--- src/rtl/bus_arbiter.sv ---
// Round-robin bus arbiter: req/done handshake, registered one-hot grant, owner data mux.
// Optional per-owner hold limit enabled with `define BUS_ARB_TIMEOUT_EN.
module bus_arbiter #(
  parameter int N_REQ    = 4,
  parameter int WIDTH    = 32,
  parameter int MAX_HOLD = 15
) (
  input  logic                     i_SYS_CLOCK,
  input  logic                     i_CLEAR_n,
  input  logic                     i_HALT,
  input  logic [N_REQ-1:0]         i_REQ,
  input  logic [N_REQ-1:0]         i_DONE,
  input  logic [N_REQ*WIDTH-1:0]   i_DATA,
  output logic [N_REQ-1:0]         o_GNT,
  output logic [WIDTH-1:0]         o_BUS,
  output logic                     o_BUS_VALID,
  output logic [$clog2(N_REQ)-1:0] o_OWNER,
  output logic                     o_TIMEOUT
);

  localparam int              PW     = $clog2(N_REQ);
  localparam logic [PW:0]     L_N    = (PW+1)'(N_REQ);
  localparam logic [PW-1:0]   L_LAST = PW'(N_REQ-1);

  typedef enum logic [1:0] {
    S_IDLE    = 2'd0,
    S_GRANT   = 2'd1,
    S_RELEASE = 2'd2
  } state_t;

  if (N_REQ < 2 || MAX_HOLD < 1) begin : g_param_check
    $error("bus_arbiter: N_REQ must be >= 2 and MAX_HOLD >= 1");
  end

  // First requester at or after ptr, wrapping modulo N_REQ (safe for non-power-of-two N_REQ).
  function automatic logic [PW-1:0] f_pick(input logic [N_REQ-1:0] req, input logic [PW-1:0] ptr);
    logic [PW:0]   v_idx;
    logic [PW-1:0] v_pick;
    logic          v_found;
    v_pick  = ptr;
    v_found = 1'b0;
    for (int i = 0; i < N_REQ; i++) begin
      v_idx = {1'b0, ptr} + (PW+1)'(i);
      if (v_idx >= L_N) begin
        v_idx = v_idx - L_N;
      end else begin
        v_idx = v_idx;
      end
      if (!v_found && req[v_idx[PW-1:0]]) begin
        v_pick  = v_idx[PW-1:0];
        v_found = 1'b1;
      end else begin
        v_found = v_found;
      end
    end
    return v_pick;
  endfunction

  function automatic logic [PW-1:0] f_next(input logic [PW-1:0] owner);
    return (owner == L_LAST) ? {PW{1'b0}} : owner + PW'(1);
  endfunction

  function automatic logic [N_REQ-1:0] f_onehot(input logic [PW-1:0] idx);
    return N_REQ'(1) << idx;
  endfunction

  state_t           r_state, w_state_nxt;
  logic [PW-1:0]    r_ptr, w_ptr_nxt;
  logic [PW-1:0]    r_owner, w_owner_nxt;
  logic [N_REQ-1:0] r_gnt, w_gnt_nxt;
  logic [PW-1:0]    w_pick;
  logic             w_rel_done;
  logic             w_force;
  logic [WIDTH-1:0] w_slice [N_REQ];

  genvar g;
  for (g = 0; g < N_REQ; g++) begin : g_slice
    assign w_slice[g] = i_DATA[g*WIDTH +: WIDTH];
  end

  assign w_pick     = f_pick(i_REQ, r_ptr);
  assign w_rel_done = i_DONE[r_owner] | ~i_REQ[r_owner];

`ifdef BUS_ARB_TIMEOUT_EN
  localparam int            CW          = $clog2(MAX_HOLD+1);
  localparam logic [CW-1:0] L_HOLD_LAST = CW'(MAX_HOLD-1);

  logic [CW-1:0] r_cnt;
  logic          r_timeout;

  assign w_force = (r_state == S_GRANT) & ~w_rel_done & (r_cnt == L_HOLD_LAST);

  // Hold counter: zero outside GRANT so it is clear on every entry to GRANT.
  always_ff @(posedge i_SYS_CLOCK) begin
    if (!i_CLEAR_n) begin
      r_cnt     <= '0;
      r_timeout <= 1'b0;
    end else if (i_HALT) begin
      r_cnt     <= r_cnt;
      r_timeout <= r_timeout;
    end else if (r_state != S_GRANT) begin
      r_cnt     <= '0;
      r_timeout <= 1'b0;
    end else begin
      r_cnt     <= r_cnt + CW'(1);
      r_timeout <= w_force;
    end
  end

  assign o_TIMEOUT = r_timeout;
`else
  assign w_force   = 1'b0;
  assign o_TIMEOUT = 1'b0;
`endif

  // Next-state and next-grant logic; halt freezes everything.
  always_comb begin
    w_state_nxt = r_state;
    w_ptr_nxt   = r_ptr;
    w_owner_nxt = r_owner;
    w_gnt_nxt   = r_gnt;
    if (i_HALT) begin
      w_state_nxt = r_state;
    end else begin
      case (r_state)
        S_IDLE, S_RELEASE: begin
          if (|i_REQ) begin
            w_state_nxt = S_GRANT;
            w_owner_nxt = w_pick;
            w_gnt_nxt   = f_onehot(w_pick);
          end else begin
            w_state_nxt = S_IDLE;
            w_gnt_nxt   = '0;
          end
        end
        S_GRANT: begin
          if (w_rel_done || w_force) begin
            w_state_nxt = S_RELEASE;
            w_gnt_nxt   = '0;
            w_ptr_nxt   = f_next(r_owner);
          end else begin
            w_state_nxt = S_GRANT;
          end
        end
        default: begin
          w_state_nxt = S_IDLE;
          w_gnt_nxt   = '0;
        end
      endcase
    end
  end

  // State and registered outputs.
  always_ff @(posedge i_SYS_CLOCK) begin
    if (!i_CLEAR_n) begin
      r_state <= S_IDLE;
      r_ptr   <= '0;
      r_owner <= '0;
      r_gnt   <= '0;
    end else begin
      r_state <= w_state_nxt;
      r_ptr   <= w_ptr_nxt;
      r_owner <= w_owner_nxt;
      r_gnt   <= w_gnt_nxt;
    end
  end

  // Bus reads zero whenever no one holds a grant.
  always_comb begin
    if (r_state == S_GRANT) begin
      o_BUS = w_slice[r_owner];
    end else begin
      o_BUS = '0;
    end
  end

  assign o_GNT       = r_gnt;
  assign o_BUS_VALID = (r_state == S_GRANT);
  assign o_OWNER     = r_owner;

endmodule

--- config.mk ---
export PLATFORM = sky130hd
export DESIGN_NAME = bus_arbiter
export DESIGN_NICKNAME = d
export VERILOG_FILES = /design/src/rtl/bus_arbiter.sv
export SDC_FILE = /design/constraint.sdc
export NUM_CORES = 1
export LEC_CHECK = 0
export ABC_AREA = 1
export CORE_MARGIN = 5
export CORE_UTILIZATION = 30
export DETAILED_ROUTE_END_ITERATION = 8
export PLACE_DENSITY = 0.88
export SYNTH_ARGS = -nofsm -noshare
export SYNTH_HDL_FRONTEND = slang
export SYNTH_SLANG_ARGS = --single-unit
export TNS_END_PERCENT = 30
--- constraint.sdc ---
create_clock -name i_SYS_CLOCK -period 4.6 [get_ports i_SYS_CLOCK]
set_clock_uncertainty 0.1 [all_clocks]
set_input_delay 0.46 -clock i_SYS_CLOCK [delete_from_list [all_inputs] [get_ports i_SYS_CLOCK]]
set_output_delay 0.46 -clock i_SYS_CLOCK [all_outputs]
set_load 0.1 [all_outputs]
# Word level (Yosys, flattened, before mapping)
# Cells that the tools add are included.
# classes
n_reduce_logical	12
n_eq_ne	4
bitwise	4
order_cmp	10
mux	34
shifts	1
n_addsub	8
# ops
operator	n
2-to-1 mux 32 bit	3
binary-select mux 32 bit (select 2 bit)	1
2-to-1 mux 2 bit	10
less-than comparator 2 x 3 -> 1 bit, second input constant	5
binary-select mux 1 bit (select 2 bit)	6
greater-or-equal comparator 3 bit, second input constant	4
2-to-1 mux 1 bit	10
2-to-1 mux 4 bit	2
one-hot mux 4 bit (2 select lines)	1
subtractor 2 x 1 -> 2 bit, second input constant	4
adder 2 x 2 -> 3 bit, second input constant	2
AND reduction 3 bit	2
equality test 2 bit, second input constant	2
one-hot mux 2 bit (2 select lines)	1
OR reduction 4 bit	1
<< shifter 1 x 2 -> 4 bit, first input constant	1
adder 2 x 1 -> 3 bit, second input constant	1
greater-or-equal comparator 2 x 3 -> 1 bit, second input constant	1
logical AND 1 bit	3
zero test 1 bit	3
inverter 2 -> 3 bit	1
adder 2 x 1 -> 2 bit, second input constant	1
equality test 2 x 1 -> 1 bit, second input constant	1
zero test 2 bit	1
5 further kinds	6
# totals
output_inout_bits	40
elab_cells	77
regBits	10

# Depth between registers and ports, before layout
# Gate-level depths: netlist (run 1).
# logic_depth
word_depth	17
mapped_depth	14
mapped_depth_nobuf	13

# Worst setup path before layout (run 1)
# No wires, ideal clock.
# synth_path
kind	register to output
from	register r_state[0]
to	output port o_BUS[0]
required_time_ns	4.040
setup_slack_ns	0.260
arrival_time_ns	3.780
path_stages_with_launch	6
cell_sequence	dfxtp_1 > inv_1 > nor2_1 > inv_1 > clkbuf_1 > a21oi_1
# synth_via
elab_chain_cells	2
# synth_lines
element	line	rtl
from (decl)	67	state_t r_state, w_state_nxt;
from (signal assigned)	161	r_state <= w_state_nxt;
equality test 2 x 1 -> 1 bit	n/a	
named net o_BUS_VALID	16	output logic o_BUS_VALID,
2-to-1 mux 32 bit	170	if (r_state == S_GRANT) begin
to (decl)	15	output logic [WIDTH-1:0] o_BUS,
# The timed path passes the listed nets, and every way through them passes these cells.

# Final worst setup path (run 1)
# layout_path
from	register r_owner[0] (netlist: o_OWNER[0])
to	output port o_OWNER[0]
# layout_rtl
element	line	rtl
from (decl)	69	logic [PW-1:0] r_owner, w_owner_nxt;
from (signal assigned)	163	r_owner <= w_owner_nxt;
to (decl)	17	output logic [$clog2(N_REQ)-1:0] o_OWNER,
# No word-level cell between the ends.

==> impl_metrics.yaml, run 1 <==
power:
  p_per_area_nw_per_um2: 244.9
  ir_worst_vdd_v: 0.0002381
  p_leak_nw: 1.587
critical_path:
  worst_ep_arrival_time_ps: 2440
  cp.required_ps: 4040
  crit_chain: "buf_4, clkdlybuf4s50_1"
  criticalPathCategory: "flip-flop to output pin"
  cp_max_fo: 68
  start_kind: "flip-flop"
  worstSetupStartpoint: "o_OWNER[0]$_SDFFE_PN0P_"
  crit_slowest_cell: "clkdlybuf4s50_1"
  reg2reg_from: "o_OWNER[1]$_SDFFE_PN0P_"
  critPathMaxStageDelay_ps: 1270
  path_delay_family: "buffers and inverters"
  end_kind: "output pin"
  path_buf_inv: 2
layout:
  area_delta_synth_final_pct: 90.03
  fin_nets: 692
  diodes: 0
  final_core_util_pct: 58.14
  drive_gt1_share_pct: 10.71
clock_tree:
  cts_buffers: 3
  cts_hold_buf: 0
  clockBufferDepth: 2
  post_cts_buffers: 0
  cts_tree: "yes"
  htree_levels: 1
  clk_pin_slew_ps: 50
  cts_sinks: 10
  ctsResizeCount: 0
  clk_latency_ps: 240
  clockRootBuffer: "clkbuf_8"
synth:
  ys_seq_elements: 10
  yosysSeqAreaShare_pct: 10.42
  syn_inst: 396
  synth.top_cells.by_area: "nor2_1, o21ai_0, nand2_1"
  synth_fa_ha_area_share_pct: 0.6515
  synth_fp_nets: 536
  synth-compound-area-share_pct: 30.68
  syn_avg_cell_area_um2: 4.850
  synth_top_family_by_area: "simple AND/OR/NAND/NOR gates"
  ys_types: 25
  synth-simple-area-share_pct: 47.62
  synth-xor-area-share_pct: 0
  syn_area_um2: 1921
  synth_area_leader_cell: "nor2_1"
  synth_top_area_share_pct: 25.41
  synth_warnings: 0
  synth.mux.area_fraction_pct: 0
floorplanning:
  core-area_um2: 6277
  dieArea_um2: 8102
  die_w_um: 90.01
  initial_utilization_pct: 30.60
  die_h_um: 90.01
  rows: 29
  io_pins: 179
drt:
  drcViolationCount: 0
  wl_met3_um: 754
  top_layer_used: "met4"
  ant_nets: 0
  vias: 3179
  wl_met1_mm: 3.833
  routed_wirelength_mm: 9.603
  wl_met2_mm: 4.815
  dr.pass1.iters: 4
  vias_per_cell: 5.062
  wl_per_cell_um: 15.29
  drt_iter0_markers: 167
timing:
  max_slew.worst_pin.slew_ps: 1188
  setup_tns_ps: 0
  setup_viol: 0
  fmax_mhz: 333.8
  finalCriticalPeriod_ps: 2995
  fin_crit_sh_pct: 65.12
  hold_viol_final: 0
  rsz0062_at_grt: "false"
  slew_headroom_pct: 20.70
  final-max-slew-violation-count: 0
placed_design:
  portBuffers: 177
  dpl.hpwl_mm: 7.327
  gp_congestion: 0.8901
global_route:
  antenna_found_initial: 0
  grt_pass1_wl_mm: 14.66
  overflow: 0
  grt_max_degree: 69
  grt_pass1_vias: 2804
  grt.total_usage_pct: 21.44
min_path:
  worstHoldStart: "o_GNT[3]$_SDFFE_PN0P_"
  hold_class: "flip-flop to flip-flop"
job:
  drv_cap: 0
run_status:
  status: "finished clean"
metrics by stage:
step           hold WS, ps  power [mW]  instances  setup WS, ps  area [um2]
5_1_grt              393.9      0.9456        628          1534        3650
4_1_cts              370.5      0.8957        628          1631        3650
6_report             373.7      0.8938        628          1605        3650
2_1_floorplan        343.6      0.5651        396         259.6        1921
3_3_place_gp         354.9      0.7715        624          1908        3595
3_5_place_dp         359.7      0.7814        624          1892        3595
synthesized netlist by cell type:
cell type and number:
nor2_1 130, o21ai_0 68, nand2_1 63, a21oi_1 42, clkbuf_1 17, inv_1 14, nand3_1 12, dfxtp_1 10
nand2_2 6, buf_1 5, inv_2 3, nand2_4 3, nand3_2 3, nor2_2 3, buf_2 2, buf_4 2
buf_6 2, nor3_1 2, o21ai_1 2, o22ai_1 2, a211oi_1 1, conb_1 1, ha_1 1, inv_4 1
o21ai_2 1
layout make-up:
type | count | area (um2)
fill | 618 | 2628
timing repair buffer | 179 | 1707
multi-input combinational | 340 | 1520
sequential | 10 | 201.4
tap | 77 | 96.34
inverter | 18 | 70.07
clock buffer | 4 | 55.05
sequential cells by signal, indices dropped and copies added (netlist names):
register	count
o_GNT	4
o_OWNER	2
r_state	2
r_ptr	2
worst register-to-register path: cells and delay by family (launching register included):
family / cells / cell delay, ps
buf+inv: 1 / 520
compound gates: 4 / 810
simple gates: 1 / 220
flops: 1 / 390
report_power, final:
group	switching, mW	internal, mW
registers	0.00937	0.0945
logic	0.458	0.222
clock network	0.0352	0.0753
routing by layer:
layer	global-route usage, %	up-vias
met4	5.583	0
li1	-	1591
met1	26.41	1433
met3	4.007	15
met5	0	-
met2	37.99	140
logic make-up after synthesis:
family | count (synthesis)
and+or+nand+nor | 222
other | 1
DFF | 10
buffers and inverters | 46
adders and majority gates | 1
AOI/OAI and AO/OA | 116
final timing paths:
path         slack, ps                     to  depth (start not counted)
min                370  o_GNT[3]$_SDFFE_PN0P_                          2
max reg2reg       2440  r_ptr[0]$_SDFFE_PN0P_                          6
min reg2reg        370  o_GNT[3]$_SDFFE_PN0P_                          2
max               1600             o_OWNER[0]                          2
placed cells by master (no fill, tap or decap), types with 2 or more instances in the layout:
master	instances
buf_4	34
o22ai_1	2
nand2_1	63
inv_1	14
inv_2	3
o21ai_0	68
nand3_2	3
nor3_1	2
nor2_1	130
dfxtp_1	9
nand2_2	6
nand2_4	3
nand3_1	12
o21ai_1	2
a21oi_1	42
clkbuf_8	4
nor2_2	3
clkdlybuf4s50_1	145
Note: power is estimated with default switching activity, not from simulation.
==> run 2, diff against run 1 <==
==> constraint.sdc (replaced) <==
create_clock -name i_SYS_CLOCK -period 2.82 [get_ports i_SYS_CLOCK]
set_clock_uncertainty 0.1 [all_clocks]
set_input_delay 0.282 -clock i_SYS_CLOCK [delete_from_list [all_inputs] [get_ports i_SYS_CLOCK]]
set_output_delay 0.282 -clock i_SYS_CLOCK [all_outputs]
set_load 0.1 [all_outputs]
==> run 2 against run 1 <==
- clock power increased by 32%
- cell count increased by 0.48%
- wire length increased by 3.3%
- critical path depth increased by 4
- die area unchanged
- sequential cell count unchanged
- total power increased by 89%
- cell area increased by 21%
- combinational power increased by 100%
- utilization increased by 12 points
- register-to-register slack got worse by 1700 ps
- clock-buffer cell count decreased by 1
- critical path type unchanged
- critical endpoint is now o_BUS[19]
==> impl_metrics.yaml, run 2 (same netlist as run 1, synthesis figures left out) <==
min_path:
  hold_class: "flip-flop to flip-flop"
  worstHoldStart: "o_GNT[1]$_SDFFE_PN0P_"
  hold_depth: 2
  min_to: "o_GNT[1]$_SDFFE_PN0P_"
critical_path:
  cp.required_ps: 2440
  end_kind: "output pin"
  worst_ep_arrival_time_ps: 1970
  reg2reg_slack_ps: 750
  reg2reg_from: "o_OWNER[0]$_SDFFE_PN0P_"
  criticalPathCategory: "flip-flop to output pin"
  r2r-end: "r_state[0]$_SDFFE_PN0N_"
  reg2reg_depth: 7
  start_kind: "flip-flop"
  cp_max_fo: 68
timing:
  worst_slack_ps: 469.9
  rsz0062_at_grt: "false"
  hold_viol_final: 0
  setup_tns_ps: 0
  whs_ps: 367.6
  setup_viol: 0
  max_slew.worst_pin.slew_ps: 698.6
  finalCriticalPeriod_ps: 2350
  fmax_mhz: 425.5
  fin_crit_sh_pct: 83.34
  final-max-slew-violation-count: 0
  slew_headroom_pct: 53.43
drt:
  vias_per_cell: 5.033
  routed_wirelength_mm: 9.922
  drcViolationCount: 0
  wl_per_cell_um: 15.72
  drt_iter0_markers: 147
  ant_nets: 0
  vias: 3176
  dr.pass1.iters: 4
layout:
  design_area_um2: 4431
  diodes: 0
  layout_commonest_cell: "clkdlybuf4s50_1"
  register_area_um2: 201.4
  final_cells: 631
  layout.cells.most_common_list: "clkdlybuf4s50_1, nor2_1, o21ai_0"
  drive_gt1_share_pct: 18.59
  area_delta_synth_final_pct: 130.7
  nFillCells: 506
  final_core_util_pct: 70.58
  largest_reg_flops: 4
  multiInputGateArea_um2: 1888
  fin_nets: 696
power:
  p_per_area_nw_per_um2: 380.8
  ir_worst_vdd_v: 0.0003997
  p_leak_nw: 1.743
  p_total_mw: 1.687
clock_tree:
  cts_sinks: 10
  clockBufferDepth: 2
  htree_levels: 1
  cts_tree: "yes"
  clk_latency_ps: 240
  clockRootBuffer: "clkbuf_8"
  cts_buffers: 3
  clk_pin_slew_ps: 40
  cts_hold_buf: 0
  ctsResizeCount: 0
  post_cts_buffers: 0
placed_design:
  dpl.hpwl_mm: 7.992
  dpl_cell_area_um2: 4389
  portBuffers: 177
  dp.cells: 628
  gp_congestion: 0.8828
  pre_cts_slack_ps: 741.7
global_route:
  overflow: 0
  grt_pass1_wl_mm: 15.94
  grt.total_usage_pct: 23.44
  grt_pass1_vias: 3083
  grt_max_degree: 69
  antenna_found_initial: 0
floorplanning:
  die_w_um: 90.01
  rows: 29
  dieArea_um2: 8102
  die_h_um: 90.01
  core-area_um2: 6277
  initial_utilization_pct: 30.60
  io_pins: 179
run_status:
  status: "finished clean"
job:
  drv_cap: 0
-- run 2: report_power, final --
| part | switching, mW | internal, mW |
|---|---|---|
| Sequential | 0.0130 | 0.154 |
| Clock | 0.0519 | 0.0931 |
| Combinational | 0.854 | 0.520 |
| Total | 0.919 | 0.768 |
-- run 2: how the worst max path moves through the flow --
stage	start	end	slack, ps
after floorplan	r_state[0]$_SDFFE_PN0N_	o_BUS[0]	80
after global placement	o_OWNER[0]$_SDFFE_PN0P_	o_BUS[8]	790
after detailed placement	o_OWNER[0]$_SDFFE_PN0P_	o_BUS[12]	740
after CTS	o_OWNER[0]$_SDFFE_PN0P_	o_BUS[9]	480
after global routing	o_OWNER[0]$_SDFFE_PN0P_	o_BUS[9]	320
final	o_OWNER[0]$_SDFFE_PN0P_	o_BUS[19]	470
-- run 2: worst max-delay path: stages, from the launching register on --
cell and delay, ps:
dfxtp_2 330, buf_4 550, nor2_1 110, nor2_1 110, o21ai_0 170, a21oi_4 240, buf_12 190
-- run 2: final cells by class --
cell class | count | share of cell area [%]
clock buffer | 3 | 0.9319
inverter | 18 | 1.610
multi-input combinational | 340 | 42.62
sequential | 10 | 4.547
tap | 77 | 2.175
timing repair buffer | 183 | 48.12
-- run 2: routing by layer --
| metal | up-vias | track usage (%) | share of wire, % |
|---|---|---|---|
| met5 | - | 0 | 0 |
| met4 | 0 | 6.079 | 1.9 |
| met3 | 18 | 5.259 | 8.2 |
| met2 | 139 | 44.15 | 52 |
| met1 | 1422 | 26.18 | 38 |
| li1 | 1597 | - | - |
